--- src/rtl/rca_pkg.sv ---
// ---------------------------------------------------------------------------
// rca_pkg
// Shared definitions for the ripple-carry adder sharing logic.
//   RCA_WIDTH     : default operand width of the shared adder.
//   rsp_state_t   : response buffer occupancy (empty / full).
//   rr_pick()     : round-robin search over up to 16 valid bits, starting at
//                   ptr and wrapping modulo n; returns {found, index}.
// ---------------------------------------------------------------------------
package rca_pkg;

   localparam int RCA_WIDTH = 34;

   typedef enum logic {
      RSP_EMPTY = 1'b0,
      RSP_FULL  = 1'b1
   } rsp_state_t;

   // The first valid bit at or after ptr (mod n) wins. Bits at or above n
   // are never considered, so callers may zero-extend narrower vectors.
   function automatic logic [4:0] rr_pick(input logic [15:0] valid,
                                          input logic [3:0]  ptr,
                                          input int          n);
      logic       found;
      logic [3:0] idx;
      int         k;
      found = 1'b0;
      idx   = 4'd0;
      for (int i = 0; i < 16; i++) begin
         k = (int'(ptr) + i) % n;
         if ((i < n) && !found && valid[k[3:0]]) begin
            found = 1'b1;
            idx   = k[3:0];
         end
      end
      return {found, idx};
   endfunction

endpackage

--- src/rtl/rca_34bit.sv ---
// ---------------------------------------------------------------------------
// rca_34bit
// Purely combinational WIDTH-bit ripple-carry adder with carry-in tied to 0.
//   i_a, i_b : WIDTH-bit operands
//   o_sum    : WIDTH+1-bit result {carry_out, sum}
// ---------------------------------------------------------------------------
module rca_34bit
   import rca_pkg::*;
#(
   parameter int WIDTH = RCA_WIDTH
) (
   input  logic [WIDTH-1:0] i_a,
   input  logic [WIDTH-1:0] i_b,
   output logic [WIDTH:0]   o_sum
);

   // carry[gi] is the carry into bit gi; carry[WIDTH] is the final carry out.
   logic [WIDTH:0] carry;

   assign carry[0] = 1'b0;

   generate
      for (genvar gi = 0; gi < WIDTH; gi++) begin : g_fa
         assign o_sum[gi]    = i_a[gi] ^ i_b[gi] ^ carry[gi];
         assign carry[gi+1]  = (i_a[gi] & i_b[gi]) | (carry[gi] & (i_a[gi] ^ i_b[gi]));
      end
   endgenerate

   assign o_sum[WIDTH] = carry[WIDTH];

endmodule

--- src/rtl/rca_share_arbiter.sv ---
// ---------------------------------------------------------------------------
// rca_share_arbiter
// Round-robin time-sharing of one ripple-carry adder among N_REQ requesters.
// One request is granted per cycle; its sum is registered into a
// single-entry response buffer tagged with the winning requester index.
//   i_clk, i_rst   : clock, synchronous active-high reset
//   i_req_valid    : per-requester valid
//   o_req_ready    : per-requester accept (one-hot or zero)
//   i_req_a/i_req_b: packed operands, requester k at [k*WIDTH +: WIDTH]
//   o_rsp_valid    : response buffer full
//   i_rsp_ready    : downstream accepts the response
//   o_rsp_result   : {carry_out, sum}
//   o_rsp_id       : index of the requester that produced the result
// ---------------------------------------------------------------------------
module rca_share_arbiter
   import rca_pkg::*;
#(
   parameter int  WIDTH = RCA_WIDTH,
   parameter int  N_REQ = 4,
   localparam int ID_W  = $clog2(N_REQ)
) (
   input  logic                   i_clk,
   input  logic                   i_rst,
   input  logic [N_REQ-1:0]       i_req_valid,
   output logic [N_REQ-1:0]       o_req_ready,
   input  logic [N_REQ*WIDTH-1:0] i_req_a,
   input  logic [N_REQ*WIDTH-1:0] i_req_b,
   output logic                   o_rsp_valid,
   input  logic                   i_rsp_ready,
   output logic [WIDTH:0]         o_rsp_result,
   output logic [ID_W-1:0]        o_rsp_id
);

   rsp_state_t       state_reg, state_next;
   logic [ID_W-1:0]  ptr_reg, ptr_next;
   logic [WIDTH:0]   result_reg;
   logic [ID_W-1:0]  id_reg;

   logic [4:0]       pick;
   logic             found;
   logic [ID_W-1:0]  win_id;
   logic             can_accept;
   logic             xfer;
   logic [WIDTH-1:0] a_sel, b_sel;
   logic [WIDTH:0]   sum;

   // Arbitration looks only at valid bits and registered state, so no
   // operand value can reach o_req_ready.
   assign pick   = rr_pick(16'(i_req_valid), 4'(ptr_reg), N_REQ);
   assign found  = pick[4];
   assign win_id = ID_W'(pick[3:0]);

   // Reset masks the accept so nothing is handed out while the block clears.
   assign can_accept = !i_rst && ((state_reg == RSP_EMPTY) || i_rsp_ready);
   assign xfer       = can_accept && found;

   always_comb begin
      o_req_ready = '0;
      if (xfer) begin
         o_req_ready[win_id] = 1'b1;
      end
   end

   assign a_sel = i_req_a[win_id*WIDTH +: WIDTH];
   assign b_sel = i_req_b[win_id*WIDTH +: WIDTH];

   rca_34bit #(
      .WIDTH (WIDTH)
   ) u_adder (
      .i_a   (a_sel),
      .i_b   (b_sel),
      .o_sum (sum)
   );

   // Buffer occupancy and pointer: a transfer always refills (covering the
   // drain-and-refill case); a drain with no transfer empties.
   always_comb begin
      state_next = state_reg;
      ptr_next   = ptr_reg;
      if (xfer) begin
         state_next = RSP_FULL;
         ptr_next   = (int'(win_id) == N_REQ - 1) ? '0 : win_id + 1'b1;
      end else if ((state_reg == RSP_FULL) && i_rsp_ready) begin
         state_next = RSP_EMPTY;
      end
   end

   always_ff @(posedge i_clk) begin
      if (i_rst) begin
         state_reg  <= RSP_EMPTY;
         ptr_reg    <= '0;
         result_reg <= '0;
         id_reg     <= '0;
      end else begin
         state_reg <= state_next;
         ptr_reg   <= ptr_next;
         if (xfer) begin
            result_reg <= sum;
            id_reg     <= win_id;
         end
      end
   end

   assign o_rsp_valid  = (state_reg == RSP_FULL);
   assign o_rsp_result = result_reg;
   assign o_rsp_id     = id_reg;

endmodule

--- config.mk ---
export PLATFORM = sky130hd
export DESIGN_NAME = rca_share_arbiter
export DESIGN_NICKNAME = d
export VERILOG_FILES = /design/src/rtl/rca_pkg.sv /design/src/rtl/rca_34bit.sv /design/src/rtl/rca_share_arbiter.sv
export SDC_FILE = /design/constraint.sdc
export NUM_CORES = 1
export LEC_CHECK = 0
export CORE_AREA = 2 2 126 128
export CTS_BUF_LIST = sky130_fd_sc_hd__clkbuf_16
export DETAILED_ROUTE_END_ITERATION = 6
export DIE_AREA = 0 0 128 130
export PLACE_DENSITY = 0.7
export SLEW_MARGIN = 30
export SYNTH_ARGS = -nofsm -noshare
export SYNTH_HDL_FRONTEND = slang
export SYNTH_SLANG_ARGS = --single-unit
--- constraint.sdc ---
create_clock -name i_clk -period 25.7 [get_ports i_clk]
set_input_delay 3.855 -clock i_clk [delete_from_list [all_inputs] [get_ports i_clk]]
set_output_delay 3.855 -clock i_clk [all_outputs]
set_load 0.02 [all_outputs]
==> results.md, run 1 <==
* Yosys cell types at 21
* Detailed placement HPWL at 14520 µm
* Reg2reg start: ptr_reg[1]
* CTS H-tree lvls at 2
* Initial antenna violation count at 0
* Grt ovf at 0
* Hold_buf cts at 0
* CP max stage delay at 0.50 ns
* Via count at 4360
* Leakage at 3.081 nW
* Power Dens Cells at 56.50 nW/µm²
* WS Path Type: primary input to flop
* Fmax at 48.34 MHz
* IO Pins at 321
* Mean post-synth cell area at 10.46 µm²
* Multi-input gate area at 3448 µm²
* Die span in x at 128 µm
* Register area at 800.8 µm²
* Fillcell total at 1392
* Pins Over Slew Limit at 0
* Internal reg-to-reg setup slack at 8.55 ns
* Syn Inst Count at 429
* Num CTS Buffers at 5
* CP Data Arrival Time at 20.81 ns
* VDD IR max at 25.14 µV
* Synthesized flop and latch total at 40
* Stages on worst setup path at 47
* Die area at 16640 µm²
* Crit path max fanout at 39
* Min Hold Slack at 0.4567 ns
* Core area at 15420 µm²
* First-pass GRT wire length at 24470 µm
* Gates resized, CTS repair at 0
* Mapped Area at 4489 µm²
* Port Buffers at 320
* GPL Wtd Cong at 0.8174
* RSZ-0062 raised after global routing: no
* Clock sink total at 40
* Final setup viols at 0
* R2R cell count at 46
* Cell Rows at 46
* Critical Path Sink: o_rsp_result[33]
* Initial Util at 29.10%
* Final Hold Viols at 0
* Final min period at 20.69 ns
* Slowest CP cell: buf_4
* Run status: completed
* Crit start category: primary input
* Crit share post-route at 80.49%
* Clock skew at 0.004023 ns
* Syn Nets at 746
* WP data required at 25.82 ns
* Final WL at 16930 µm
* Overall global routing resource usage at 19.19%
* Slew @ Worst Pin at 0.8985 ns
* Final nets at 1044
* Max-slew headroom at 40.10%
* CP Capture Type: flop
* Synth warn at 0
* Postcts setup bufs at 0
* Fin Setup TNS at 0 ns
* Vias in the first global route at 4731
* Layout cells sized above 1 at 10.99%
* Largest net degree at the start of global routing at 72
* DR iter-0 viols at 135
* HP Class: flop to flop
* Max reg flops at 35
* Routed Antenna Nets at 0
* RR Endpoint: o_rsp_result[33]
* Clock buffer depth at 2
* CP bufs+invs at 7
* Cell family with most CP delay: adder cells
* CTS tree: built
* N_diodes at 0
* Clk_lat worst skew at 0.28 ns
* Routed len/inst at 18.40 µm
* DRC Markers at 0
* Routed vias/inst at 4.739
* CP most frequent cell: fa_1
* Register area share after synthesis at 17.84%
* Critical Path Source: i_req_valid[2]
* CTS root buffer: clkbuf_16
* Clock-pin transition on the worst setup and hold timing paths at 0.06 ns
* Synth-to-layout area growth at 76.53%
* Max-cap violation count at 0
* DRT Pass-1 Iters at 4
* Die Y at 130 µm
==> placed cells by master, fill, tap and decap left out <==
| cell type | instances |
|---|---|
| ha_1 | 5 |
| inv_1 | 7 |
| buf_4 | 6 |
| nor3_4 | 1 |
| nor3b_1 | 5 |
| buf_2 | 1 |
| clkinv_2 | 2 |
| nor4_1 | 1 |
| nand2_1 | 15 |
| a211oi_1 | 32 |
| a2bb2oi_4 | 1 |
| a21oi_1 | 11 |
| dfxtp_1 | 40 |
| mux2i_1 | 143 |
| clkbuf_16 | 5 |
| mux2_2 | 62 |
| fa_1 | 33 |
| nand3b_1 | 1 |
| nor2_1 | 33 |
| nand2b_1 | 2 |
| buf_16 | 1 |
| clkdlybuf4s50_1 | 319 |
| nor2b_4 | 1 |
| clkinv_1 | 1 |
==> tightest hold or removal path: cells and delay by family (launching register included) <==
| kind | cells | cell delay [ns] |
|---|---|---|
| and+or+nand+nor | 1 | 0.05 |
| AOI/OAI and AO/OA | 1 | 0.05 |
| DFF | 1 | 0.31 |
==> power by group <==
| part | internal, mW | switching [mW] |
|---|---|---|
| logic | 0.158 | 0.136 |
| clock network | 0.0353 | 0.0252 |
| registers | 0.0819 | 0.0108 |
| total | 0.276 | 0.172 |
==> metal layers <==
layer | track usage (%) | wire length (µm) | share of wire [%]
met2 | 38.60 | 9115 | 54
met5 | 0 | 0 | 0
met3 | 4.223 | 1282 | 7.6
met1 | 20.12 | 6203 | 37
met4 | 4.719 | 329 | 1.9
==> Yosys cell counts, drive strengths merged <==
cell	n	area share, %
nand2b	2	0.28
nand3b	1	0.17
mux2	62	16
nor3b	5	0.84
nor2b	1	0.14
nor3	1	0.36
nor2	33	2.8
a2bb2oi	1	0.33
buf	22	4.0
a21oi	11	1.2
nand2	15	1.3
clkbuf	14	1.2
mux2i	143	32
fa	33	15
a211oi	32	5.4
ha	5	1.4
dfxtp	40	18
nor4	1	0.14
inv	7	0.59
==> cell type report <==
cell class                 instances  share of cell area [%]
sequential                        40                   10.10
clock buffer                       5                   1.579
tap                              192                   3.031
clock inverter                     3                  0.1737
timing repair buffer             327                   41.27
multi-input combinational        346                   43.51
inverter                           7                  0.3315
==> kinds of logic (layout without fill, tap and decap cells) <==
kind of cell	Yosys count	after routing	share of synthesized area [%]
adders and majority gates	38	38	16.11
AOI/OAI and AO/OA	44	44	6.912
buffers and inverters	43	342	5.769
muxes	205	205	47.44
and+or+nand+nor	59	59	5.937
DFF	40	40	17.84
==> worst min-delay path by stage <==
stage | endpoint | depth (start not counted) | startpoint
final | o_rsp_result[0] | 2 | o_rsp_result[0]
after global routing | o_rsp_result[0] | 2 | o_rsp_result[0]
after CTS | o_rsp_result[0] | 2 | o_rsp_result[0]
after detailed placement | o_rsp_result[0] | 2 | o_rsp_result[0]
after global placement | o_rsp_result[33] | 2 | o_rsp_result[33]
after floorplan | ptr_reg[0] | 2 | ptr_reg[0]
==> stage by stage <==
step                util, %  instances  setup slack (ns)  cell area (µm²)  power [mW]
global placement      50.30        911             4.645             7759      0.3828
detailed placement    50.48        912             4.561             7786      0.3938
CTS                   51.38        920             4.870             7925      0.4564
floorplan                 -        429             6.587             4489      0.2686
finish                51.38        920             5.013             7925      0.4478
global route          51.38        920             4.301             7925      0.4832
No activity file was read; power rests on OpenSTA's default activity.
==> run 2: changes to the inputs <==
Clock period 25.7 ns to 21.5 ns, I/O delays scaled along.
==> run 2 against run 1 <==
  * Worst setup slack worse by 3.0 ns
  * Total power is 21% higher
  * Sequential power increased by 20%
  * Flip-flop and latch count unchanged
  * Sequential share of layout area is essentially flat
  * Global-route usage down 0.46 points
  * Via count rose by 0.32%
  * Cell count rose by 0.11%
  * Critical path depth down 1
  * Register-to-register slack got worse by 3.7 ns
  * Clock-buffer cell count did not move
  * Non-clock buffer count rose by 1
  * Largest cell class unchanged
==> results.md, run 2 (synthesis results as in run 1) <==
* Max reg flops at 35 (unchanged)
* Cell Rows at 46 (unchanged)
* GPL Wtd Cong at 0.8712 (+6.6%)
* Final nets at 1045 (+0.096%)
* WS Path Type: primary input to flop
* Core Util, Final at 51.48% (+0.11 points)
* Routed Antenna Nets at 0 (unchanged)
* CP most frequent cell: fa_1
* Clk_lat worst skew at 0.28 ns (about the same)
* Leakage at 3.088 nW (+0.21%)
* Tot Pwr at 0.5432 mW (+21%)
* Gates resized, CTS repair at 0 (unchanged)
* Most frequent cells in the layout: clkdlybuf4s50_1, mux2i_1, mux2_2, dfxtp_1
* DR iter-0 viols at 147 (+8.9%)
* WP data required at 21.62 ns (-4.20 ns)
* Pins Over Slew Limit at 0 (unchanged)
* Largest net degree at the start of global routing at 72 (unchanged)
* Layout cells sized above 1 at 11.25% (+0.26 points)
* RR Endpoint: o_rsp_result[33]
* Fmax at 51.34 MHz
* DRC Markers at 0 (unchanged)
* RSZ-0062 raised after global routing: no
* Crit share post-route at 90.59%
* Die Y at 130 µm (unchanged)
* Clock sink total at 40 (unchanged)
* CTS H-tree lvls at 2 (unchanged)
* Crit path max fanout at 14 (-64%)
* CTS tree: built
* Die span in x at 128 µm (unchanged)
* Port Buffers at 320 (unchanged)
* Die area at 16640 µm² (unchanged)
* Max-cap violation count at 0 (unchanged)
* Max-slew headroom at 41.31% (+1.2 points)
* Post-place setup slack at 1.633 ns (-2.928 ns)
* Final worst slack at 2.022 ns (-2.991 ns)
* Via count at 4374 (+0.32%)
* Clock skew at 0.006221 ns (+0.002198 ns)
* HP Class: flop to flop
* CP Capture Type: flop
* WHS Endpoint: o_rsp_result[34]
* Run status: completed
* Initial antenna violation count at 0 (unchanged)
* Core area at 15420 µm² (unchanged)
* Slowest CP cell: fa_1
* DRT Pass-1 Iters at 4 (unchanged)
* Hold_buf cts at 0 (unchanged)
* CP max stage delay at 0.48 ns (-0.02 ns)
* Power Dens Cells at 68.40 nW/µm² (+21%)
* Grt ovf at 0 (unchanged)
* Fin cells at 921 (+0.11%)
* Internal reg-to-reg setup slack at 4.89 ns (-3.66 ns)
* Final WL at 16430 µm (-3.0%)
* Num CTS Buffers at 5 (unchanged)
* Final setup viols at 0 (unchanged)
* Slew @ Worst Pin at 0.8803 ns (-0.01820 ns)
* Fin Setup TNS at 0 ns (unchanged)
* CP Data Arrival Time at 19.60 ns (-1.21 ns)
* Crit start category: primary input
* Commonest non-fill, non-tap cell in the layout: clkdlybuf4s50_1
* Reg2reg start: ptr_reg[1]
* Detailed placement HPWL at 14200 µm (-2.3%)
* Min-delay src: o_rsp_result[34]
* Final min period at 19.48 ns
* Final Hold Viols at 0 (unchanged)
* R2R cell count at 45 (-2.2%)
* Synth-to-layout area growth at 76.90%
* VDD IR max at 36.65 µV (+46%)
* Worst Hold Depth at 2 (unchanged)
* Routed vias/inst at 4.749 (+0.21%)
* Clock-pin transition on the worst setup and hold timing paths at 0.06 ns (about the same)
* First-pass GRT wire length at 24040 µm (-1.8%)
* Overall global routing resource usage at 18.73% (-0.46 points)
* Vias in the first global route at 4560 (-3.6%)
* Routed len/inst at 17.83 µm (-3.1%)
* IO Pins at 321 (unchanged)
* Initial Util at 29.10% (unchanged)
* Clock buffer depth at 2 (unchanged)
* N_diodes at 0 (unchanged)
* Postcts setup bufs at 0 (unchanged)
* CTS root buffer: clkbuf_16
* DP Cell Count at 913 (+0.11%)
==> run 2: cell types whose count changed in the layout (fill, tap and decap cells not counted) <==
cell        before  now
buf_16           1    0
buf_4            6    8
bufinv_16        0    1
clkinv_1         1    0
clkinv_2         2    1
clkinvlp_4       0    1
==> run 2: per-layer routing <==
| layer | wire length (µm) | share of wire, % | GRT usage, % | vias to the layer above |
|---|---|---|---|---|
| met5 | 0 | 0 | 0 | - |
| met4 | 221 | 1.3 | 3.749 | 0 |
| met3 | 1229 | 7.5 | 3.854 | 14 |
| met2 | 8918 | 54 | 38.03 | 195 |
| met1 | 6056 | 37 | 19.86 | 2016 |
| li1 | - | - | - | 2149 |
==> run 2: worst max-delay path by stage <==
stage	slack, ns	to	startpoint	depth (start not counted)
floorplan	3.02	o_rsp_result[33]	i_req_valid[2]	45
global route	1.39	o_rsp_result[33]	i_req_valid[2]	46
global placement	1.90	o_rsp_result[33]	i_req_valid[2]	46
CTS	1.90	o_rsp_result[33]	i_req_valid[2]	46
finish	2.02	o_rsp_result[33]	i_req_valid[2]	46
detailed placement	1.63	o_rsp_result[33]	i_req_valid[2]	46
==> run 2: per-stage QoR <==
step	cell area, µm²	hold WS, ns
floorplan	4489	0.4910
global placement	7774	0.4442
detailed placement	7774	0.4469
CTS	7941	0.4550
global route	7941	0.4772
finish	7941	0.4524
==> run 2: area by class of cell <==
type | instances | area, µm²
multi-input combinational | 346 | 3448
clock inverter | 3 | 42.54
fill | 1391 | 7483
tap | 192 | 240.2
inverter | 7 | 26.28
sequential | 40 | 800.8
clock buffer | 5 | 125.1
timing repair buffer | 328 | 3258
==> run 2: power by group <==
group	leakage [nW]	internal (mW)	switching [mW]	total, mW
logic	2.67	0.187	0.160	0.348
registers	0.333	0.0979	0.0127	0.111
clock network	0.0798	0.0545	0.0305	0.0850
==> run 2: critical path: cells and delay by family <==
family	cells	cell delay [ns]
buf+inv	6	1.08
simple gates	3	0.53
fa+ha+maj	34	14.30
compound gates	1	0.07
mux	2	0.38
==> run 3: changes to the inputs <==
Settings changed: CTS_CLUSTER_SIZE from default to 12.
==> results of run 3 <==
The final DEF is identical to that of run 2; final timing and power are the same.
